--- src/rtl/wdt_pat_sequencer.sv ---
// Configures the TinyQV watchdog, then pats it only after all masked heartbeat sources
// have checked in and the window is open. It mirrors the timer locally to flag missed windows.
module wdt_pat_sequencer #(
    parameter int NUM_SRC = 4,
    parameter int CNT_W   = 32
) (
    input  logic               clk,
    input  logic               rst_n,
    input  logic               start,
    input  logic [31:0]        cfg_window_start,
    input  logic [31:0]        cfg_window_close,
    input  logic [NUM_SRC-1:0] src_mask,
    input  logic [NUM_SRC-1:0] hb_req,
    input  logic               wdt_expired,
    output logic [5:0]         wdt_address,
    output logic [31:0]        wdt_data,
    output logic [1:0]         wdt_write_n,
    output logic               armed,
    output logic               fault,
    output logic [1:0]         fault_cause,
    output logic [NUM_SRC-1:0] pending,
    output logic [15:0]        pat_count
);

    localparam int CMP_W = (CNT_W > 32) ? CNT_W : 32;

    typedef enum logic [2:0] {
        S_IDLE, S_CFG_START, S_CFG_CLOSE, S_CFG_EN, S_ARMED, S_PAT, S_FAULT
    } state_t;

    state_t             state_q, state_d;
    logic [CNT_W-1:0]   cnt_q, cnt_d;
    logic [31:0]        win_start_q, win_start_d;
    logic [31:0]        win_close_q, win_close_d;
    logic [NUM_SRC-1:0] pending_q, pending_d;
    logic [15:0]        pat_count_q, pat_count_d;
    logic [1:0]         cause_q, cause_d;
    logic [5:0]         addr_q, addr_d;
    logic [31:0]        data_q, data_d;
    logic [1:0]         wr_n_q, wr_n_d;
    logic               armed_q, armed_d;
    logic               fault_q, fault_d;

    logic [NUM_SRC-1:0] hb_set;
    logic               past_close;
    logic               past_start;
    logic               all_in;

    assign past_close = CMP_W'(cnt_q) > CMP_W'(win_close_q);
    assign past_start = CMP_W'(cnt_q) > CMP_W'(win_start_q);
    assign all_in     = (src_mask != '0) && ((pending_q & src_mask) == src_mask);

    always_comb begin
        state_d     = state_q;
        cnt_d       = cnt_q;
        win_start_d = win_start_q;
        win_close_d = win_close_q;
        pat_count_d = pat_count_q;
        cause_d     = cause_q;

        hb_set = (state_q == S_IDLE || state_q == S_FAULT) ? '0 : hb_req;
        // A heartbeat arriving during the pat cycle survives the clear.
        pending_d = (state_q == S_PAT) ? hb_set : (pending_q | hb_set);

        case (state_q)
            S_IDLE, S_FAULT: begin
                if (start) begin
                    if (cfg_window_close <= cfg_window_start) begin
                        state_d = S_FAULT;
                        cause_d = 2'b11;
                    end else begin
                        state_d     = S_CFG_START;
                        win_start_d = cfg_window_start;
                        win_close_d = cfg_window_close;
                        pending_d   = '0;
                        pat_count_d = '0;
                        cause_d     = 2'b00;
                    end
                end
            end
            S_CFG_START: state_d = S_CFG_CLOSE;
            S_CFG_CLOSE: state_d = S_CFG_EN;
            S_CFG_EN: begin
                state_d = S_ARMED;
                cnt_d   = '0;
            end
            S_ARMED: begin
                if (cnt_q != '1) begin
                    cnt_d = cnt_q + 1'b1;
                end
                if (wdt_expired) begin
                    state_d = S_FAULT;
                    cause_d = 2'b10;
                end else if (past_close) begin
                    state_d = S_FAULT;
                    cause_d = 2'b01;
                end else if (all_in && past_start) begin
                    state_d = S_PAT;
                end
            end
            S_PAT: begin
                state_d     = S_ARMED;
                cnt_d       = '0;
                pat_count_d = pat_count_q + 16'd1;
            end
            default: state_d = S_IDLE;
        endcase
    end

    // Bus outputs are decoded from the next state so they appear registered in the write state.
    always_comb begin
        wr_n_d  = 2'b11;
        addr_d  = 6'd0;
        data_d  = 32'd0;
        armed_d = (state_d == S_ARMED) || (state_d == S_PAT);
        fault_d = (state_d == S_FAULT);
        case (state_d)
            S_CFG_START: begin
                wr_n_d = 2'b10;
                addr_d = 6'd1;
                data_d = win_start_d;
            end
            S_CFG_CLOSE: begin
                wr_n_d = 2'b10;
                addr_d = 6'd2;
                data_d = win_close_d;
            end
            S_CFG_EN: begin
                wr_n_d = 2'b10;
                addr_d = 6'd0;
                data_d = 32'd1;
            end
            S_PAT: begin
                wr_n_d = 2'b10;
                addr_d = 6'd3;
                data_d = 32'd1;
            end
            default: ;
        endcase
    end

    always_ff @(posedge clk or negedge rst_n) begin
        if (!rst_n) begin
            state_q     <= S_IDLE;
            cnt_q       <= '0;
            win_start_q <= '0;
            win_close_q <= '0;
            pending_q   <= '0;
            pat_count_q <= '0;
            cause_q     <= 2'b00;
            addr_q      <= 6'd0;
            data_q      <= 32'd0;
            wr_n_q      <= 2'b11;
            armed_q     <= 1'b0;
            fault_q     <= 1'b0;
        end else begin
            state_q     <= state_d;
            cnt_q       <= cnt_d;
            win_start_q <= win_start_d;
            win_close_q <= win_close_d;
            pending_q   <= pending_d;
            pat_count_q <= pat_count_d;
            cause_q     <= cause_d;
            addr_q      <= addr_d;
            data_q      <= data_d;
            wr_n_q      <= wr_n_d;
            armed_q     <= armed_d;
            fault_q     <= fault_d;
        end
    end

    assign wdt_address = addr_q;
    assign wdt_data    = data_q;
    assign wdt_write_n = wr_n_q;
    assign armed       = armed_q;
    assign fault       = fault_q;
    assign fault_cause = cause_q;
    assign pending     = pending_q;
    assign pat_count   = pat_count_q;

endmodule

--- config.mk ---
export PLATFORM = sky130hd
export DESIGN_NAME = wdt_pat_sequencer
export DESIGN_NICKNAME = d
export VERILOG_FILES = /design/src/rtl/wdt_pat_sequencer.sv
export SDC_FILE = /design/constraint.sdc
export NUM_CORES = 1
export LEC_CHECK = 0
export ABC_AREA = 1
export ABC_CLOCK_PERIOD_IN_PS = 1800
export CAP_MARGIN = 20
export CORE_MARGIN = 2
export CORE_UTILIZATION = 26
export DETAILED_ROUTE_END_ITERATION = 16
export GPL_TIMING_DRIVEN = 0
export PLACE_DENSITY = 0.43
export SLEW_MARGIN = 15
export SYNTH_ARGS = -nofsm -noshare
export SYNTH_HDL_FRONTEND = slang
export SYNTH_SLANG_ARGS = --single-unit
--- constraint.sdc ---
create_clock -name clk -period 1.8 [get_ports clk]
set_input_delay 0.45 -clock clk [delete_from_list [all_inputs] [get_ports clk]]
set_output_delay 0.45 -clock clk [all_outputs]
set_load 0.02 [all_outputs]
# Word level (Yosys, flattened, before mapping)
# Cells that the tools add are included.
# Widths: inputs -> output; s select.
classes:
  n_addsub: 2
  n_mul: 0
  div: 0
  order_cmp: 3
  eq_ne: 18
  shifts: 0
  mux: 30
  bitwise_logic: 2
  reduce_logical: 16
ops:
  columns: ["op", "n"]
  rows:
  - ["$mux 32", 7]
  - ["$pmux 32 s3", 1]
  - ["$gt 32x32->1", 2]
  - ["$pmux 32 s2", 1]
  - ["$add 32x1->32 const B", 1]
  - ["$le 32x32->1", 1]
  - ["$mux 16", 2]
  - ["$ne 32x32->1 const B", 1]
  - ["$pmux 16 s2", 1]
  - ["$mux 4", 5]
  - ["$eq 3x3->1 const B", 6]
  - ["$add 16x1->16 const B", 1]
  - ["$mux 3", 5]
  - ["$pmux 3 s5", 1]
  - ["$eq 3x2->1 const B", 4]
  - ["$mux 2", 4]
  - ["$eq 3x1->1 const B", 2]
  - ["$ne 2x2->1 const B", 3]
  - ["$pmux 2 s3", 1]
  - ["$reduce_and 3->1", 2]
  - ["$reduce_bool 2->1", 3]
  - ["$reduce_or 2->1", 3]
  - ["$and 4x4->4", 1]
  - ["$eq 4x4->1", 1]
  - ["10 further kinds", 12]
word_totals:
  register_bits: 163
  latch_bits: 0
  mem_bits_rw: 0
  mem_bits_ro: 0
  output_inout_bits: 64
  elab_cells: 83
  n_memories: 0

# Longest topological paths before layout
# Gate-level depths: netlist of run 1.
depth:
  depth_word: 11
  mapped_depth: 20
  mapped_depth_nobuf: 19

# Least setup slack after synthesis of run 1
# OpenSTA, ideal clock, no wires.
synth_timing:
  path_kind: "input-to-reg"
  startpoint: "in cfg_window_start[31]"
  endpoint: "reg data_q[14], in the netlist wdt_data[14]"
  setup_ps: 118
  t_arrival_ps: 2035
  required_ps: 1682
  setup_slack_ps: -353
  path_stages: 13
  path_cell_list: "inv_1 ha_1 nand2_1 nor2_1 nand2_1 nor4_2 nand3b_1 nand4_1 buf_2 buf_2 nand2_1 nand3_1 nand2_1"
synth_between:
  elab_chain_cells: 7
  word_cells_on_any_way: 16
  cone_classes: "1 x order compare; 4 x eq/ne; 10 x mux; 1 x reduce/logical"
synth_rtl:
  columns: ["item", "line_no", "source"]
  rows:
  - ["start, declared", "10", "input logic [31:0] cfg_window_start,"]
  - ["$le 32x32->1 *", "68", "if (cfg_window_close <= cfg_window_start) begin"]
  - ["$mux 3", "68", null]
  - ["$mux 3", "67", "if (start) begin"]
  - ["$pmux 3 s5", "65", "case (state_q)"]
  - ["$eq 3x3->1 or $eq 3x2->1 (tied branches)", "117", "case (state_d)"]
  - ["$reduce_or 2->1 (no source line)", null, null]
  - ["$pmux 32 s3 *", "117", null]
  - ["named net data_d[14]", "39", "logic [31:0] data_q, data_d;"]
  - ["end signal, assigned", "165", "data_q <= data_d;"]
  - ["end, declared", "39", null]
# Mark *: on every way through the listed nets, which the timed path passes. The rest lies on a longest branch.
# A chain may end at the register's enable or synchronous reset.

# Worst setup path after layout of run 1
layout_timing:
  startpoint: "in cfg_window_close[25]"
  endpoint: "reg win_start_q[21]"
layout_between:
  elab_chain_cells: 4
layout_rtl:
  columns: ["item", "line_no", "source"]
  rows:
  - ["start, declared", "11", "input logic [31:0] cfg_window_close,"]
  - ["$le 32x32->1", "68", null]
  - ["$mux 32", "68", null]
  - ["$mux 32", "67", null]
  - ["$mux 32", "65", null]
  - ["named net win_start_d[21]", "33", "logic [31:0] win_start_q, win_start_d;"]
  - ["end signal, assigned", "159", "win_start_q <= win_start_d;"]
  - ["end, declared", "33", null]
# The timed path passes the listed nets, and every way through them passes these cells.

==> results of run 1 <==
-- cells by family (layout without fill, tap and decap cells) --
family	Yosys count	count (layout)
DFF	158	158
other	2	5
xor gates and xnor gates	19	19
and+or+nand+nor	581	582
buffers and inverters	245	499
AOI/OAI and AO/OA	199	199
adders and majority gates	98	98
-- report_power, final --
| part | total (mW) | internal (mW) | switching [mW] |
|---|---|---|---|
| Clock | 3.72 | 2.15 | 1.57 |
| Sequential | 5.48 | 4.79 | 0.689 |
| Combinational | 11.2 | 4.60 | 6.61 |
-- worst min path at each step --
| stage | to | slack (ps) | depth (start not counted) | from |
|---|---|---|---|---|
| floorplan | armed | 150 | 0 | rst_n |
| global placement | win_start_q[0] | 480 | 2 | win_start_q[0] |
| detailed placement | win_start_q[0] | 490 | 2 | win_start_q[0] |
| CTS | win_close_q[26] | 20 | 1 | rst_n |
| global route | win_close_q[26] | 30 | 1 | rst_n |
| finish | win_close_q[26] | -20 | 1 | rst_n |
-- state kept, by name, summed over array words and instances (netlist names), 2 cells and up --
name and cells:
cnt_q 32, wdt_data 32, win_close_q 32, win_start_q 32, pat_count 16, pending 4
state_q 3, fault_cause 2, wdt_address 2
-- cells in the mapped netlist, drive strengths merged --
cell type,number
buf,29
nand3b,2
nand4,20
xor2,17
inv,206
dfrtp,157
and3,1
conb,2
nor3,36
o21ai,110
xnor2,2
a21oi,61
nor2,64
a21o,4
ha,98
dfstp,1
o31ai,10
nor4,9
a211oi,1
a21boi,4
clkbuf,10
nand3,77
nor4b,1
or2,1
o21a,8
nand2,369
and2,1
o22ai,1
-- routing by layer --
layer | GRT usage (%) | share of wire, % | wire length (um) | up-vias
met4 | 5.78 | 2.0 | 784 | 0
met1 | 28.5 | 49 | 19200 | 4709
met2 | 32.0 | 46 | 18100 | 204
met3 | 2.70 | 3.1 | 1240 | 39
li1 | - | - | - | 4718
met5 | 0 | 0 | 0 | -
-- area by class of cell --
cell class,count,area [um^2],share of cell area (%)
Multi-Input combinational cell,903,7410,45.5
Sequential cell,158,3990,24.5
Buffer,33,427,2.62
Clock buffer,18,429,2.63
Timing Repair Buffer,229,2410,14.8
Tap cell,511,639,3.92
Clock inverter,13,149,0.914
Inverter,206,840,5.15
-- through the flow --
stage | utilization (%) | hold slack [ps] | setup TNS, ps
after global routing | 43.4 | 32.9 | -58320
after global placement | 32.4 | 484 | -1355750
after floorplan | - | 154 | -27330
final | 43.4 | -23.2 | -47600
after detailed placement | 32.5 | 486 | -234300
after CTS | 41.1 | 15.9 | -45000
-- repair_timing --
| action | in CTS | in global routing |
|---|---|---|
| setup endpoints to repair | 217 | 158 |
| cloned | 21 | 0 |
| setup buffers | 61 | 23 |
| pin swaps | 84 | 72 |
| resized for setup | 888 | 237 |
==> impl_summary.log, run 1 <==
[metrics] worst setup path startpoint: cfg_window_close[25]
[metrics] slowest library cell on the worst path: ha_4
[metrics] global placement routability congestion: 0.836
[metrics] capture instance of the worst register-to-register path: pat_count[9]
[metrics] share of post-route cells with drive strength above 1: 43.8%
[metrics] kind of capture point of the worst setup path: flop
[metrics] x dimension of the die: 199 um
[metrics] # diodes: 0
[metrics] cell type group with the largest total delay on the critical path: simple AND/OR/NAND/NOR gates
[metrics] Post-Synth Adder-Cell Area: 12.4%
[metrics] portion of the post-synthesis area used by sequential elements: 39.9%
[metrics] CTS Buf Count: 17
[metrics] power density relative to cell area: 1250 nW/um^2
[metrics] Leakage: 8.09 nW
[metrics] area after detailed placement: 12200 um^2
[metrics] Data arrival, critical path: 2580 ps
[metrics] Initial DRT Pass Iterations: 5
[metrics] vias in the first global route: 9581
[metrics] multiplexer area fraction after synthesis: 0%
[metrics] clock slew at reported path FFs: 70 ps
[metrics] worst slack on hold paths: -23.2 ps
[metrics] number of unique standard cell types used by synthesis: 41
[metrics] Mapped Area: 9910 um^2
[metrics] cell taking the most area after synthesis: dfrtp_1
[metrics] failing checks: hold timing, setup timing
[metrics] critical path, cell by cell: buf_4, ha_4, nand2_4, nor2_4, nand2_4, nor4_4, nand3b_1, nand4_1, buf_6, clkinv_8, buf_8, buf_12, buf_12, nand2_4, o21ai_1
[metrics] vertical extent of the die: 199 um
[metrics] worst clock skew on the final layout: 10.1 ps
[metrics] quantity of I/O buffers inserted on ports: 134
[metrics] register bit count reported by yosys: 158
[metrics] proportion of netlist area held by the largest area contributor: 39.6%
[metrics] reg-to-reg slack, setup: -290 ps
[metrics] DRC violation count after routing: 0
[metrics] Warnings, synthesis: 0
[metrics] maximum number of pins on one net before global-route repair: 81
[metrics] combinational family with the most area after synthesis: simple AND/OR/NAND/NOR gates
[metrics] outcome: finished, violations left
[metrics] remaining number of nets flagged by the antenna check after routing: 0
[metrics] first-pass GRT wire length: 58400 um
[metrics] clock root buffer master: clkbuf_16
[metrics] wirelength, routed: 39300 um
[metrics] power after layout: 20.4 mW
[metrics] Final Setup Violations: 156
[metrics] post-route clock period utilization: 125%
[metrics] antenna violations before repair: 1
[metrics] Nets: 1722
[metrics] maximum cell stage delay along the critical path: 280 ps
[metrics] clock sinks: 158
[metrics] Rel. slew slack: 53.9%
[metrics] Peak Freq: 444 MHz
[metrics] Buf/Inv on CP: 6
[metrics] compound-gate portion of the synthesized area: 10.9%
[metrics] H-Tree Depth: 4
[metrics] transition time at the pin with the least slew margin: 692 ps
[metrics] total global routing track utilization: 20.1%
[metrics] endpoint of the most critical setup path: win_start_q[21]
[metrics] number of vias per cell: 4.67
[metrics] clk_lat worst skew: 450 ps
[metrics] count of placed standard cells in the final layout, fillers left out: 2071
[metrics] area overhead of the layout relative to synthesis: 64.4%
[metrics] number of hold violations in the final report: 17
[metrics] Post-Synthesis Cells: 1302
[metrics] number of vias after detailed routing: 9670
[metrics] Longest Clk Path Bufs: 2
[metrics] DRC violation total after the first TritonRoute iteration: 594
[metrics] effective utilization at floorplan: 26.4%
[metrics] Synth area leaders: dfrtp_1 40%, nand2_1 14%, ha_1 12%
[metrics] Hold Buf Count CTS: 0
[metrics] total count of max-transition violations in the final report: 0
[metrics] TritonCTS clock tree: built
[metrics] critical path fanouts, max: 6
[metrics] worst slack at placement: -2060 ps
[metrics] instance count after placement with tap cells included: 1951
[metrics] top library cells by usage in the layout, fill and taps aside: 206 x nand2_1, 165 x inv_1, 129 x dfrtp_1
[metrics] die area: 39700 um^2
[metrics] Critical Path Start Type: input port
[metrics] type of the most critical hold path: in -> async
[metrics] Boundary Pins: 140
[metrics] Synth Area per Inst: 7.61 um^2
[metrics] per-cell routed wire length: 19.0 um
[metrics] Filler cells: 3742
[metrics] shortest clock period the worst path allows after layout: 2250 ps
[metrics] Crit path required time: 2130 ps
[metrics] gr ovfl total: 0
[metrics] Simple-Gate Fraction of Synth Area: 25.0%
[metrics] total non-filler cell area in the finished layout: 16300 um^2
[metrics] most common cell after layout, fill and taps aside: nand2_1
[metrics] number of violations of the max-capacitance limit: 0
[metrics] worst voltage drop across the vdd grid: 0.699 mV
[metrics] setup repair after global routing missed its margin: true
[metrics] worst-case reg-to-reg path depth: 11
[metrics] post-synthesis share of cell area spent on xor and xnor gates: 1.68%
[metrics] most numerous cell on the critical path: nand2_4
[metrics] smallest setup slack after layout: -452 ps
[metrics] number of placement rows: 71
[metrics] placeable core area: 37600 um^2
[metrics] beginning of the worst register-to-register path: state_q[0]
[metrics] type of the worst setup path: in -> reg
[metrics] total stage count of the critical path: 15
[metrics] Final HPWL DP: 27200 um
(Power assumes the default switching activity.)
==> run 2: changes to the inputs <==
Settings changed: PLACE_DENSITY 0.43 to default, PLACE_DENSITY_LB_ADDON from default to 0.12.
==> run 2 against run 1 <==
  * The flow finishes with violations (setup timing)
  * Cell count increased by 0.29%
  * Via count is 0.91% higher
  * Clock power grew 6.5%
  * Fmax is 4.5% higher
  * Routed wire length decreased by 0.19%
  * Critical endpoint is now win_start_q[12]
==> impl_summary.log, run 2 (same netlist as run 1, synthesis figures left out) <==
[metrics] clock root buffer master: clkbuf_16 (unchanged)
[metrics] reg-to-reg slack, setup: -280 ps (was -290 ps)
[metrics] clk_lat worst skew: 450 ps (about the same)
[metrics] worst-case reg-to-reg path depth: 12 (was 11)
[metrics] maximum number of pins on one net before global-route repair: 90 (was 81)
[metrics] share of post-route cells with drive strength above 1: 43.2% (was 43.8%)
[metrics] Boundary Pins: 140 (unchanged)
[metrics] footprint of the multi-input gates: 7340 um^2 (was 7410 um^2)
[metrics] x dimension of the die: 199 um (unchanged)
[metrics] first-pass GRT wire length: 57500 um (was 58400 um)
[metrics] beginning of the worst register-to-register path: cnt_q[19] (was state_q[0])
[metrics] number of hold violations in the final report: 0 (was 17)
[metrics] CTS Buf Count: 17 (unchanged)
[metrics] critical path, cell by cell: buf_8, inv_4, ha_4, nand4_1, nor4_4, buf_4, nand3b_1, nand4_1, buf_6, inv_8, buf_12, buf_16, buf_16, nand2_4, o21ai_1 (was buf_4, ha_4, nand2_4, nor2_4, nand2_4, nor4_4, nand3b_1, nand4_1, buf_6, clkinv_8, buf_8, buf_12, buf_12, nand2_4, o21ai_1)
[metrics] Peak Freq: 464 MHz (was 444 MHz)
[metrics] effective utilization at floorplan: 26.4% (unchanged)
[metrics] Nets: 1727 (was 1722)
[metrics] top library cells by usage in the layout, fill and taps aside: 243 x nand2_1, 160 x inv_1, 127 x dfrtp_1 (was 206 x nand2_1, 165 x inv_1, 129 x dfrtp_1)
[metrics] failing checks: setup timing (was hold timing, setup timing)
[metrics] capture instance of the worst register-to-register path: fault_cause[0] (was pat_count[9])
[metrics] critical path fanouts, max: 7 (was 6)
[metrics] total count of max-transition violations in the final report: 0 (unchanged)
[metrics] # diodes: 0 (unchanged)
[metrics] Final HPWL DP: 27400 um (was 27200 um)
[metrics] number of vias after detailed routing: 9758 (was 9670)
[metrics] most common cell after layout, fill and taps aside: nand2_1 (unchanged)
[metrics] Critical Path Start Type: input port (unchanged)
[metrics] type of the most critical hold path: in -> reg (was in -> async)
[metrics] transition time at the pin with the least slew margin: 671 ps (was 692 ps)
[metrics] Leakage: 7.89 nW (was 8.09 nW)
[metrics] number of placement rows: 71 (unchanged)
[metrics] number of violations of the max-capacitance limit: 0 (unchanged)
[metrics] antenna violations before repair: 0 (was 1)
[metrics] global placement routability congestion: 0.854 (was 0.836)
[metrics] clock sinks: 158 (unchanged)
[metrics] smallest setup slack after layout: -354 ps (was -452 ps)
[metrics] Initial DRT Pass Iterations: 5 (unchanged)
[metrics] DRC violation count after routing: 0 (unchanged)
[metrics] kind of capture point of the worst setup path: flop (unchanged)
[metrics] power density relative to cell area: 1270 nW/um^2 (was 1250 nW/um^2)
[metrics] shortest clock period the worst path allows after layout: 2150 ps (was 2250 ps)
[metrics] slowest library cell on the worst path: ha_4 (unchanged)
[metrics] area overhead of the layout relative to synthesis: 64.1% (was 64.4%)
[metrics] post-route core utilization: 43.3% (was 43.4%)
[metrics] Buf/Inv on CP: 8 (was 6)
[metrics] worst voltage drop across the vdd grid: 0.662 mV (was 0.699 mV)
[metrics] worst setup path startpoint: cfg_window_start[19] (was cfg_window_close[25])
[metrics] DRC violation total after the first TritonRoute iteration: 618 (was 594)
[metrics] Rel. slew slack: 55.0% (was 53.9%)
[metrics] vertical extent of the die: 199 um (unchanged)
[metrics] cell type group with the largest total delay on the critical path: buffers and inverters (was simple AND/OR/NAND/NOR gates)
[metrics] setup repair after global routing missed its margin: true (unchanged)
[metrics] maximum cell stage delay along the critical path: 260 ps (was 280 ps)
[metrics] quantity of I/O buffers inserted on ports: 134 (unchanged)
[metrics] remaining number of nets flagged by the antenna check after routing: 0 (unchanged)
[metrics] gr ovfl total: 0 (unchanged)
[metrics] Longest Clk Path Bufs: 2 (unchanged)
[metrics] type of the worst setup path: in -> reg (unchanged)
[metrics] post-route clock period utilization: 120% (was 125%)
[metrics] H-Tree Depth: 4 (unchanged)
[metrics] Filler cells: 3697 (was 3742)
[metrics] die area: 39700 um^2 (unchanged)
[metrics] total stage count of the critical path: 15 (unchanged)
[metrics] placeable core area: 37600 um^2 (unchanged)
[metrics] Final Setup Violations: 158 (was 156)
[metrics] vias in the first global route: 9421 (was 9581)
[metrics] per-cell routed wire length: 18.9 um (was 19.0 um)
[metrics] total global routing track utilization: 19.8% (was 20.1%)
[metrics] TritonCTS clock tree: built (unchanged)
[metrics] power after layout: 20.6 mW (was 20.4 mW)
[metrics] worst clock skew on the final layout: 13.7 ps (was 10.1 ps)
[metrics] Crit path required time: 2130 ps (about the same)
[metrics] clock slew at reported path FFs: 70 ps (about the same)
[metrics] sequential cell area in the final layout: 3990 um^2 (about the same)
[metrics] number of vias per cell: 4.70 (was 4.67)
[metrics] endpoint of the most critical setup path: win_start_q[12] (was win_start_q[21])
[metrics] Data arrival, critical path: 2480 ps (was 2580 ps)
[metrics] outcome: finished, violations left (unchanged)
[metrics] wirelength, routed: 39200 um (was 39300 um)
## run 2: cell types whose count changed in the layout (fill, tap and decap cells not counted), moves of 8 or more
cell and change:
nand2_1 +37, nand2_4 -23, clkbuf_2 +13, nand2_2 -12
a21oi_1 -10, a21oi_2 +9, buf_2 -8, nand3_1 +8
nand3_2 -8, o21ai_2 +8
## run 2: area by class of cell
cell class	count	share of cell area, %
Sequential cell	158	24.5
Inverter	206	5.12
Clock buffer	24	2.96
Tap cell	511	3.93
Timing Repair Buffer	230	14.3
Clock inverter	8	0.862
Buffer	37	3.17
Multi-Input combinational cell	903	45.1
## run 2: how the worst min path moves through the flow
| stage | startpoint | end | slack [ps] | cells after the start |
|---|---|---|---|---|
| floorplan | rst_n | armed | 150 | 0 |
| global placement | win_start_q[0] | win_start_q[0] | 480 | 2 |
| detailed placement | rst_n | wdt_data[26] | 460 | 1 |
| CTS | cfg_window_start[26] | win_start_q[26] | 200 | 3 |
| global route | cfg_window_start[27] | wdt_data[27] | 200 | 3 |
| finish | cfg_window_start[17] | win_start_q[17] | 210 | 3 |
## run 2: per-layer routing
metal | track usage [%] | up-vias | share of wire (%)
met4 | 5.06 | 0 | 1.6
met5 | 0 | - | 0
met2 | 30.4 | 218 | 45
li1 | - | 4736 | -
met1 | 28.7 | 4761 | 48
met3 | 3.29 | 43 | 4.6
## run 2: where the power goes
group          internal, mW  total (mW)  switching (mW)  leakage (nW)
Sequential             4.79        5.48           0.690          2.00
Combinational          4.58        11.2            6.59          5.59
Clock                  2.42        3.96            1.54         0.308
## run 2: per-stage QoR
step	cells	worst slack, ps	instance area, um^2	hold slack, ps	setup TNS (ps)
6_report	2077	-354	16300	211	-38220
5_1_grt	2077	-417	16300	202	-49740
4_1_cts	2051	-409	15000	199	-44710
3_5_place_dp	1951	-2100	12200	464	-242970
3_3_place_gp	1950	-7190	12200	484	-1373610
2_1_floorplan	1305	-291	10200	154	-27330
## run 2: worst reg2reg max path: cells and delay by family (launching register included)
kind	cells	cell delay [ps]
AOI/OAI and AO/OA	4	670
adders and majority gates	1	230
buffers and inverters	2	260
DFF	1	440
and+or+nand+nor	5	380
## run 2: what timing repair did
item | 4_1_cts | 5_1_grt
gates cloned | 10 | 5
setup buffers | 58 | 26
pin swaps | 91 | 91
setup endpoints to repair | 217 | 159
gates resized for setup | 631 | 411
hold buffers | 1 | 0
endpoints found under the hold margin | 19 | 0
==> run 3: changes to the inputs <==
Settings changed: GPL_TIMING_DRIVEN 0 to default.
==> run 3 against run 2 <==
  * The flow still finishes with violations (setup timing)
  * Cell count is 9.4% higher
  * Count of clock-buffer cells in the layout is 5 lower
  * Global-route usage is 0.82 points lower
  * Worst hold slack better by 87 ps
  * Largest cell class unchanged
==> impl_summary.log, run 3 (same netlist as run 1, synthesis figures left out) <==
[metrics] number of cells on the worst hold path: 3 (unchanged)
[metrics] worst clock skew on the final layout: 8.26 ps (was 13.7 ps)
[metrics] Critical Path Start Type: input port (unchanged)
[metrics] Crit path required time: 2120 ps (was 2130 ps)
[metrics] total non-filler cell area in the finished layout: 17400 um^2 (was 16300 um^2)
[metrics] amount of wire on met3 after detailed routing: 1220 um (was 1820 um)
[metrics] global placement routability congestion: 0.836 (was 0.854)
[metrics] failing checks: setup timing (unchanged)
[metrics] worst voltage drop across the vdd grid: 0.708 mV (was 0.662 mV)
[metrics] most common cell after layout, fill and taps aside: buf_4 (was nand2_1)
[metrics] placeable core area: 37600 um^2 (unchanged)
[metrics] # diodes: 0 (unchanged)
[metrics] number of vias per cell: 4.46 (was 4.70)
[metrics] clk_lat worst skew: 440 ps (was 450 ps)
[metrics] share of post-route cells with drive strength above 1: 45.1% (was 43.2%)
[metrics] clock slew at reported path FFs: 70 ps (about the same)
[metrics] total count of max-transition violations in the final report: 0 (unchanged)
[metrics] beginning of the worst register-to-register path: cnt_q[27] (was cnt_q[19])
[metrics] wirelength, routed: 38200 um (was 39200 um)
[metrics] critical path fanouts, max: 7 (unchanged)
[metrics] Nets: 1924 (was 1727)
[metrics] vias in the first global route: 9790 (was 9421)
[metrics] vertical extent of the die: 199 um (unchanged)
[metrics] power after layout: 21.1 mW (was 20.6 mW)
[metrics] DRC violation total after the first TritonRoute iteration: 514 (was 618)
[metrics] top library cells by usage in the layout, fill and taps aside: 253 x buf_4, 238 x nand2_1, 170 x inv_1 (was 243 x nand2_1, 160 x inv_1, 127 x dfrtp_1)
[metrics] H-Tree Depth: 4 (unchanged)
[metrics] power density relative to cell area: 1210 nW/um^2 (was 1270 nW/um^2)
[metrics] remaining number of nets flagged by the antenna check after routing: 0 (unchanged)
[metrics] clock sinks: 158 (unchanged)
[metrics] setup repair after global routing missed its margin: true (unchanged)
[metrics] die area: 39700 um^2 (unchanged)
[metrics] Leakage: 8.89 nW (was 7.89 nW)
[metrics] quantity of I/O buffers inserted on ports: 134 (unchanged)
[metrics] Final HPWL DP: 27700 um (was 27400 um)
[metrics] max layer used: met4 (unchanged)
[metrics] effective utilization at floorplan: 26.4% (unchanged)
[metrics] Final Setup Violations: 158 (unchanged)
[metrics] outcome: finished, violations left (unchanged)
[metrics] Worst Hold Path EP: wdt_data[9] (was win_start_q[17])
[metrics] total global routing track utilization: 19.0% (was 19.8%)
[metrics] Data arrival, critical path: 2520 ps (was 2480 ps)
[metrics] gr ovfl total: 0 (unchanged)
[metrics] Peak Freq: 454 MHz (was 464 MHz)
[metrics] per-cell routed wire length: 16.8 um (was 18.9 um)
[metrics] first-pass GRT wire length: 56500 um (was 57500 um)
[metrics] smallest setup slack after layout: -402 ps (was -354 ps)
[metrics] area after detailed placement: 14000 um^2 (was 12200 um^2)
[metrics] worst-case reg-to-reg path depth: 11 (was 12)
[metrics] met2 wire len: 17400 um (was 17800 um)
[metrics] CTS Buf Count: 17 (unchanged)
[metrics] shortest clock period the worst path allows after layout: 2200 ps (was 2150 ps)
[metrics] number of violations of the max-capacitance limit: 0 (unchanged)
[metrics] capture instance of the worst register-to-register path: wdt_write_n[0] (was fault_cause[0])
[metrics] TritonCTS clock tree: built (unchanged)
[metrics] type of the most critical hold path: in -> reg (unchanged)
[metrics] DRC violation count after routing: 0 (unchanged)
[metrics] clock root buffer master: clkbuf_16 (unchanged)
[metrics] kind of capture point of the worst setup path: flop (unchanged)
[metrics] number of vias after detailed routing: 10.1k (was 9758)
[metrics] Initial DRT Pass Iterations: 4 (was 5)
[metrics] reg-to-reg slack, setup: -340 ps (was -280 ps)
[metrics] number of placement rows: 71 (unchanged)
[metrics] type of the worst setup path: in -> reg (unchanged)
[metrics] antenna violations before repair: 0 (unchanged)
[metrics] post-route setup TNS: -41070 ps (was -38220 ps)
[metrics] x dimension of the die: 199 um (unchanged)
[metrics] Boundary Pins: 140 (unchanged)
[metrics] area overhead of the layout relative to synthesis: 75.7% (was 64.1%)
[metrics] maximum number of pins on one net before global-route repair: 46 (was 90)
[metrics] post-route clock period utilization: 122% (was 120%)
[metrics] number of hold violations in the final report: 0 (unchanged)
[metrics] Longest Clk Path Bufs: 2 (unchanged)
[metrics] origin of the worst min-delay path: cfg_window_start[9] (was cfg_window_start[17])
[metrics] wl on met1: 19200 um (was 19000 um)
## run 3: critical path, cell delays in order
cell           delay, ps
dlygate4sd2_1        270
ha_4                 280
nand2_1               80
nor2_4               120
nand4_1              170
nand3b_1             270
nand4_1              150
buf_4                170
buf_12               150
clkinv_16             80
clkbuf_16            160
nand2_4               80
nand4_1               70
## run 3: routing by layer
layer | vias up | GRT usage [%]
li1 | 5114 | -
met1 | 4840 | 28.4
met2 | 158 | 28.8
met3 | 20 | 2.55
met4 | 0 | 4.34
met5 | - | 0
## run 3: power breakdown
group	internal (mW)	leakage [nW]	switching (mW)
Sequential	4.79	2.04	0.597
Clock	2.48	0.316	1.57
Combinational	5.20	6.54	6.50
## run 3: timing repair
| action | CTS | global route |
|---|---|---|
| endpoints found under the setup margin | 217 | 158 |
| cloned | 12 | 9 |
| gates resized for setup | 444 | 384 |
| hold buffers | 1 | 0 |
| hold endpoints to repair | 14 | 0 |
| buffers inserted | 31 | 33 |
| pin swaps | 77 | 107 |
## run 3: per-stage QoR
stage | utilization (%) | hold slack (ps) | setup slack, ps | instances
floorplan | - | 154 | -291 | 1305
global placement | 37.2 | 322 | -1390 | 2166
detailed placement | 37.2 | 326 | -1410 | 2166
CTS | 42.5 | 324 | -356 | 2237
global route | 46.3 | 301 | -456 | 2273
finish | 46.3 | 298 | -402 | 2273
## run 3: worst max path at each step
stage,startpoint,end,slack [ps],cells after the start
after detailed placement,cfg_window_start[31],wdt_data[24],-1410,17
after global placement,cfg_window_start[31],wdt_data[8],-1390,17
final,cfg_window_close[5],wdt_data[0],-400,13
after CTS,cfg_window_start[31],win_close_q[23],-360,16
after floorplan,cfg_window_start[31],wdt_data[10],-290,15
after global routing,cfg_window_close[12],wdt_data[22],-460,15
## run 3: layout make-up
| cell class | count | area, um^2 |
|---|---|---|
| Fill cell | 3647 | 20200 |
| Multi-Input combinational cell | 904 | 7020 |
| Timing Repair Buffer | 460 | 4270 |
| Sequential cell | 158 | 3970 |
| Inverter | 206 | 823 |
| Tap cell | 511 | 639 |
| Clock buffer | 19 | 443 |
| Clock inverter | 12 | 193 |
| Timing Repair inverter | 3 | 57.6 |
